===== config.mk =====
export PLATFORM = sky130hd
export DESIGN_NAME = radix2_divider
export DESIGN_NICKNAME = d
export VERILOG_FILES = /design/src/rtl/divider_pkg.sv /design/src/rtl/radix2_divider_clz.sv /design/src/rtl/radix2_divider.sv
export SDC_FILE = /design/constraint.sdc
export NUM_CORES = 1
export LEC_CHECK = 0
export CORE_ASPECT_RATIO = 1.4
export CORE_MARGIN = 2
export CORE_UTILIZATION = 45
export DETAILED_ROUTE_END_ITERATION = 7
export GPL_TIMING_DRIVEN = 0
export PLACE_DENSITY = 0.66
export SYNTH_ARGS = -nofsm -noshare
export SYNTH_HDL_FRONTEND = slang
export SYNTH_SLANG_ARGS = --single-unit
export TNS_END_PERCENT = 100

===== constraint.sdc =====
create_clock -name clk -period 7.25 [get_ports clk]
set_input_delay 0.725 -clock clk [delete_from_list [all_inputs] [get_ports clk]]
set_output_delay 0.725 -clock clk [all_outputs]
set_load 0.01 [all_outputs]

===== src/rtl/divider_pkg.sv =====
// Shared types and constants for the radix-2 restoring divider.
// Optional leading-zero pre-normalisation is enabled with RADIX2_DIVIDER_NORMALIZE_EN.
package divider_pkg;

   // Control states; SHIFT_COMPUTE is only entered when normalisation is built in.
   typedef enum logic [3:0] {
      RESET          = 4'd0,
      READ           = 4'd1,
      CHECK          = 4'd2,
      ERROR_ST       = 4'd3,
      PREP_INPUT     = 4'd4,
      INIT           = 4'd5,
      SHIFT_COMPUTE  = 4'd6,
      DIVIDE_COMPUTE = 4'd7,
      PREP_OUTPUT    = 4'd8,
      DONE           = 4'd9,
      STATEX         = 4'd10
   } state_struct;

   // Error results at the maximum legal width; the top slices them down to WIDTH.
   localparam logic [63:0] ERR_ONES  = '1;                      // divide-by-zero quotient
   localparam logic [63:0] ERR_MIN64 = 64'h8000_0000_0000_0000; // MIN pattern, MSB aligned

   // Leading zeros of the low 'width' bits of value (returns width for a zero value).
   function automatic int clz(input logic [63:0] value, input int width);
      int   n;
      logic found;
      n     = 0;
      found = 1'b0;
      for (int i = 63; i >= 0; i--) begin
         if (i < width && !found) begin
            if (value[i]) found = 1'b1;
            else          n     = n + 1;
         end
      end
      return n;
   endfunction

endpackage


===== src/rtl/radix2_divider_clz.sv =====
// Single-cycle leading-zero counter for the divider's normalisation step.
module radix2_divider_clz
   import divider_pkg::*;
#(
   parameter int WIDTH = 32,
   parameter int CW    = $clog2(WIDTH + 1)
) (
   input  logic [WIDTH-1:0] value,
   output logic [CW-1:0]    count
);

   // Purely combinational priority scan from the MSB.
   always_comb begin
      count = CW'(clz(64'(value), WIDTH));
   end

endmodule


===== src/rtl/radix2_divider.sv =====
// Iterative radix-2 restoring divider, signed/unsigned per operation,
// with divide-by-zero and signed-overflow detection.
// Define RADIX2_DIVIDER_NORMALIZE_EN to skip leading-zero iterations.
module radix2_divider
   import divider_pkg::*;
#(
   parameter int WIDTH = 32
) (
   input  logic             clk,
   input  logic             rst,
   input  logic             in_valid,
   output logic             in_ready,
   input  logic [WIDTH-1:0] dividend,
   input  logic [WIDTH-1:0] divisor,
   input  logic             is_signed,
   output logic             out_valid,
   input  logic             out_ready,
   output logic [WIDTH-1:0] quotient,
   output logic [WIDTH-1:0] remainder,
   output logic             div_by_zero,
   output logic             overflow
);

   localparam int             CW   = $clog2(WIDTH + 1);
   localparam logic [WIDTH-1:0] ONES = ERR_ONES[WIDTH-1:0];
   localparam logic [WIDTH-1:0] MINV = ERR_MIN64[63 -: WIDTH];

   state_struct state, nxt;

   logic [WIDTH-1:0] dvd;     // dividend, later its magnitude
   logic [WIDTH-1:0] dvs;     // divisor, later its magnitude
   logic             sgn;     // operation is signed
   logic             sign_q;  // negate quotient at the end
   logic             sign_r;  // negate remainder at the end
   logic [WIDTH-1:0] pr;      // partial remainder; the shifted trial carries the extra bit
   logic [WIDTH-1:0] qr;      // quotient register, starts as |dividend|
   logic [CW-1:0]    cnt;     // iterations left
   logic [WIDTH:0]   trial;   // (pr:qr << 1) upper half minus |divisor|

   assign trial     = {pr, qr[WIDTH-1]} - {1'b0, dvs};
   assign in_ready  = (state == READ);
   assign out_valid = (state == DONE);

`ifdef RADIX2_DIVIDER_NORMALIZE_EN
   logic [CW-1:0] lz;

   radix2_divider_clz #(.WIDTH(WIDTH), .CW(CW)) u_clz (
      .value (qr),
      .count (lz)
   );
`endif

   // State register.
   always_ff @(posedge clk or posedge rst) begin
      if (rst) state <= RESET;
      else     state <= nxt;
   end

   // Next-state decode.
   always_comb begin
      nxt = state;
      case (state)
         RESET:      nxt = READ;
         READ:       if (in_valid) nxt = CHECK;
         CHECK: begin
            if (dvs == '0 || (sgn && dvd == MINV && dvs == ONES)) nxt = ERROR_ST;
            else                                                  nxt = PREP_INPUT;
         end
         ERROR_ST:   nxt = DONE;
         PREP_INPUT: nxt = INIT;
`ifdef RADIX2_DIVIDER_NORMALIZE_EN
         INIT:          nxt = SHIFT_COMPUTE;
         SHIFT_COMPUTE: nxt = (qr == '0) ? PREP_OUTPUT : DIVIDE_COMPUTE;
`else
         INIT:          nxt = DIVIDE_COMPUTE;
`endif
         DIVIDE_COMPUTE: if (cnt == CW'(1)) nxt = PREP_OUTPUT;
         PREP_OUTPUT:    nxt = DONE;
         DONE:           if (out_ready) nxt = READ;
         default:        nxt = RESET;
      endcase
   end

   // Datapath and result registers; results hold between operations.
   always_ff @(posedge clk or posedge rst) begin
      if (rst) begin
         dvd         <= '0;
         dvs         <= '0;
         sgn         <= 1'b0;
         sign_q      <= 1'b0;
         sign_r      <= 1'b0;
         pr          <= '0;
         qr          <= '0;
         cnt         <= '0;
         quotient    <= '0;
         remainder   <= '0;
         div_by_zero <= 1'b0;
         overflow    <= 1'b0;
      end else begin
         case (state)
            READ: begin
               if (in_valid) begin
                  dvd <= dividend;
                  dvs <= divisor;
                  sgn <= is_signed;
               end
            end
            ERROR_ST: begin
               if (dvs == '0) begin
                  quotient    <= ONES;
                  remainder   <= dvd;
                  div_by_zero <= 1'b1;
               end else begin
                  quotient  <= MINV;
                  remainder <= '0;
                  overflow  <= 1'b1;
               end
            end
            PREP_INPUT: begin
               sign_q <= sgn & (dvd[WIDTH-1] ^ dvs[WIDTH-1]);
               sign_r <= sgn & dvd[WIDTH-1];
               if (sgn && dvd[WIDTH-1]) dvd <= -dvd;
               if (sgn && dvs[WIDTH-1]) dvs <= -dvs;
            end
            INIT: begin
               pr  <= '0;
               qr  <= dvd;
               cnt <= CW'(WIDTH);
            end
`ifdef RADIX2_DIVIDER_NORMALIZE_EN
            SHIFT_COMPUTE: begin
               // Leading zeros would only shift zeros into pr; skip them.
               qr  <= qr << lz;
               cnt <= CW'(WIDTH) - lz;
            end
`endif
            DIVIDE_COMPUTE: begin
               if (!trial[WIDTH]) begin
                  pr <= trial[WIDTH-1:0];
                  qr <= {qr[WIDTH-2:0], 1'b1};
               end else begin
                  pr <= {pr[WIDTH-2:0], qr[WIDTH-1]};
                  qr <= {qr[WIDTH-2:0], 1'b0};
               end
               cnt <= cnt - CW'(1);
            end
            PREP_OUTPUT: begin
               quotient  <= sign_q ? -qr : qr;
               remainder <= sign_r ? -pr : pr;
            end
            DONE: begin
               if (out_ready) begin
                  div_by_zero <= 1'b0;
                  overflow    <= 1'b0;
               end
            end
            default: ;
         endcase
      end
   end

endmodule

==> summary.txt <==
Run status
  – Result of the run: completed

Power and ir drop
  – Leakage: 6.55 nW
  – Worst VDD drop: 211 uV
  – Total power draw: 5.62 mW
  – Total power divided by cell area: 358 nW/um2

Placement
  – Count of input and output buffers: 136
  – Cell count after placement: 2050
  – DPL Wire Length: 33200 um
  – RePlAce Congestion: 0.952
  – Dpl ws: 2720 ps

Worst setup path
  – Required @ worst endpoint: 7670 ps
  – Worst Setup Path Type: flip-flop to flip-flop
  – Most used cell, CP: sky130_fd_sc_hd__clkbuf_1
  – Highest-delay cell along the critical path: sky130_fd_sc_hd__clkbuf_1
  – Largest fanout on the critical path: 10
  – Endpoint kind of the worst setup timing path: flip-flop
  – Max stage delay on crit path: 600 ps
  – Crit path cell chain: inv_1 > ha_1 > nor3b_1 > nand4_1 > or3_1 > nor4b_1 > and4_1 > and2_1 > clkbuf_1 > clkbuf_1 > a22oi_1 > o21ai_0
  – Type of element launching the critical path: flip-flop
  – Signal arrival time at the worst endpoint: 5090 ps

Floorplanning
  – Area of the core region: 28400 um2
  – Die area: 30300 um2
  – Total number of placement rows: 73
  – I/O pin count: 137
  – Starting density of the core: 45.9%
  – Die Ht: 205 um
  – Die span in x: 148 um

Logic synthesis
  – Count of mapped cells out of synthesis: 1538
  – Library cell with the largest summed area after synthesis: sky130_fd_sc_hd__dfrtp_1
  – Dominant register cell in the synthesized netlist: sky130_fd_sc_hd__dfrtp_1
  – Post-synthesis sequential area ratio: 39.8%
  – Avg Synthesized Cell Area: 8.47 um2
  – Ranking of synthesized cells by instance count: sky130_fd_sc_hd__dfrtp_1, sky130_fd_sc_hd__nand2_1, sky130_fd_sc_hd__o21ai_0, sky130_fd_sc_hd__a21oi_1, sky130_fd_sc_hd__clkbuf_1
  – Number of synthesized flops with an enable pin: 0
  – Dominant cell by count in the synthesized netlist: sky130_fd_sc_hd__dfrtp_1
  – Post-synth cell types: 65
  – Syn. warnings: 0
  – Area share of the largest cell type after synthesis: 39.8%
  – Largest cells by area after synthesis: sky130_fd_sc_hd__dfrtp_1, sky130_fd_sc_hd__nand2_1, sky130_fd_sc_hd__o21ai_0
  – Post-Syn Area: 13000 um2
  – Mapped Nets: 1647
  – Number of flip-flops and latches in the synthesized netlist: 207
  – Post-synthesis async set-or-reset flop share: 100%

Timing
  – Fin crit period: 4660 ps
  – Remaining max-slew budget at the tightest pin: 23.9%
  – Setup repair after global routing missed its margin: no
  – Tcrit/Tclk final: 64.3%
  – Final Max Tran Viols: 0
  – Final setup violation count: 0
  – Setup Total Neg Slack: 0 ps
  – Slew of the pin with the lowest slew margin: 1130 ps
  – Final count of hold timing violations: 0
  – Max Fclk: 0.214 GHz
  – Worst path setup slack after routing: 2590 ps
  – Fin Clk Skew: 13.8 ps

GRT
  – Via count of the first global-routing pass: 12.2k
  – Antenna violations before repair: 0
  – Overall overflow remaining after global route: 0
  – Global-route usage over all layers: 28.4%
  – Maximum number of pins on one net before global-route repair: 118
  – Wire length of the first global-routing pass: 67400 um

Final layout
  – Share of post-route cells with drive strength above 1: 3.21%
  – Count of nets after finishing: 1809
  – Final Instance Count excl. Fillers: 2090
  – Utilization after layout: 55.2%
  – Number of diodes: 0
  – Layout overhead on the synthesized area: 20.5%

Route
  – DR vias/cell: 5.98
  – DRT Wirelength: 43300 um
  – DR WL met2: 22700 um
  – Met3 wirelength from detailed routing: 2020 um
  – Remaining number of nets flagged by the antenna check after routing: 0
  – Post-route DRC violation count: 0
  – Top routing layer in use: met4
  – Total number of vias: 12.5k
  – Wl on met1: 16500 um
  – Post-DR wirelength/cell: 20.7 um
  – Number of search-and-repair iterations in the first detailed-routing pass: 5
  – Number of DRC violations after detailed-routing iteration 0: 910

Job
  – Total of max-cap violations: 0

CTS
  – Cell at the root of the clock tree: sky130_fd_sc_hd__clkbuf_16
  – Number of setup buffers added after CTS: 0
  – Number of instances resized during post-cts repair: 0
  – Buffer levels on the longest clock path: 3
  – H-Tree Depth: 1
  – Number of clock sinks seen by CTS: 207
  – Clk slew on worst S/H paths: 60 ps
  – # hold bufs at CTS: 0
  – TritonCTS clock tree: yes
  – Num CTS Buffers: 23
  – Insertion delay to the later sink of the worst-skew pair: 520 ps

Min path
  – Classification of the worst-slack hold path: flip-flop to flip-flop
-- placed cells by master, fill, tap and decap left out, types with 12 or more instances in the layout --
| cell | instances |
|---|---|
| sky130_fd_sc_hd__a31oi_1 | 26 |
| sky130_fd_sc_hd__mux2i_1 | 30 |
| sky130_fd_sc_hd__or4_1 | 12 |
| sky130_fd_sc_hd__o22ai_1 | 24 |
| sky130_fd_sc_hd__nand2b_1 | 13 |
| sky130_fd_sc_hd__nor3_1 | 45 |
| sky130_fd_sc_hd__o41ai_1 | 17 |
| sky130_fd_sc_hd__or3_1 | 13 |
| sky130_fd_sc_hd__clkdlybuf4s50_1 | 136 |
| sky130_fd_sc_hd__o21ai_0 | 116 |
| sky130_fd_sc_hd__inv_1 | 57 |
| sky130_fd_sc_hd__a211oi_1 | 39 |
| sky130_fd_sc_hd__o31ai_1 | 17 |
| sky130_fd_sc_hd__a22oi_1 | 48 |
| sky130_fd_sc_hd__ha_1 | 39 |
| sky130_fd_sc_hd__xor2_1 | 50 |
| sky130_fd_sc_hd__a21oi_1 | 112 |
| sky130_fd_sc_hd__dfrtp_1 | 207 |
| sky130_fd_sc_hd__xnor2_1 | 41 |
| sky130_fd_sc_hd__a221o_1 | 17 |
| sky130_fd_sc_hd__clkbuf_1 | 101 |
| sky130_fd_sc_hd__nor2_1 | 87 |
| sky130_fd_sc_hd__clkbuf_16 | 23 |
| sky130_fd_sc_hd__nand2_1 | 193 |
| sky130_fd_sc_hd__nand3_1 | 83 |
-- routing by layer --
| metal | vias up | global-route usage, % |
|---|---|---|
| met5 | - | 0 |
| met4 | 0 | 12.6 |
| met3 | 113 | 2.68 |
| met2 | 420 | 53.3 |
| met1 | 6010 | 32.4 |
| li1 | 5965 | - |
-- final cells by class --
cell class	count	area, um2
Clock inverter	9	129
Clock buffer	31	666
Buffer	107	408
Multi-Input combinational cell	1166	7220
Tap cell	375	469
Inverter	58	225
Timing Repair Buffer	137	1390
Fill cell	2662	12700
Sequential cell	207	5180
-- stage by stage --
stage                     hold slack (ps)  cell area [um2]
after floorplan                       469            13000
after global placement                478            14900
after detailed placement              486            14900
after CTS                             504            15700
after global routing                  519            15700
final                                 498            15700
-- path summary, 6_finish.rpt --
path,slack (ps),to,start,cells after the start
setup / recovery,2590,remainder[30]$_DFFE_PP0P_,dvs[1]$_DFFE_PP0P_,12
hold / removal,500,overflow$_DFFE_PP0P_,overflow$_DFFE_PP0P_,2
setup reg to reg,2590,remainder[30]$_DFFE_PP0P_,dvs[1]$_DFFE_PP0P_,12
hold reg to reg,500,overflow$_DFFE_PP0P_,overflow$_DFFE_PP0P_,2
max in group asynchronous,5490,dvs[18]$_DFFE_PP0P_,rst,3
min in group asynchronous,700,quotient[4]$_DFFE_PP0P_,rst,2
-- power by group --
part	total (mW)	switching [mW]	leakage [nW]	internal [mW]
Clock	1.24	0.488	0.388	0.749
Combinational	2.33	1.38	3.51	0.953
Sequential	2.05	0.507	2.65	1.54
-- critical path, delay by kind of cell (launching register included) --
| family | cells | cell delay, ps |
|---|---|---|
| and+or+nand+nor | 6 | 2340 |
| buffers and inverters | 3 | 1220 |
| DFF | 1 | 470 |
| AOI/OAI and AO/OA | 2 | 290 |
| adders and majority gates | 1 | 230 |
-- state kept, by name (all words and copies together) (netlist names) --
signal / flops
dvs: 32
dvd: 32
cnt: 6
sgn: 1
sign_r: 1
state: 4
pr: 32
remainder: 32
sign_q: 1
overflow: 1
qr: 32
div_by_zero: 1
quotient: 32
-- cell families (layout without fill, tap and decap cells) --
| logic type | after synthesis | in the layout | synth area share, % |
|---|---|---|---|
| and+or+nand+nor | 518 | 518 | 18.9 |
| AOI/OAI and AO/OA | 487 | 487 | 24.2 |
| xor gates and xnor gates | 91 | 91 | 6.12 |
| buffers and inverters | 165 | 342 | 4.80 |
| DFF | 207 | 207 | 39.8 |
| muxes | 30 | 30 | 2.31 |
| adders and majority gates | 40 | 40 | 3.90 |
(Power assumes the default switching activity.)
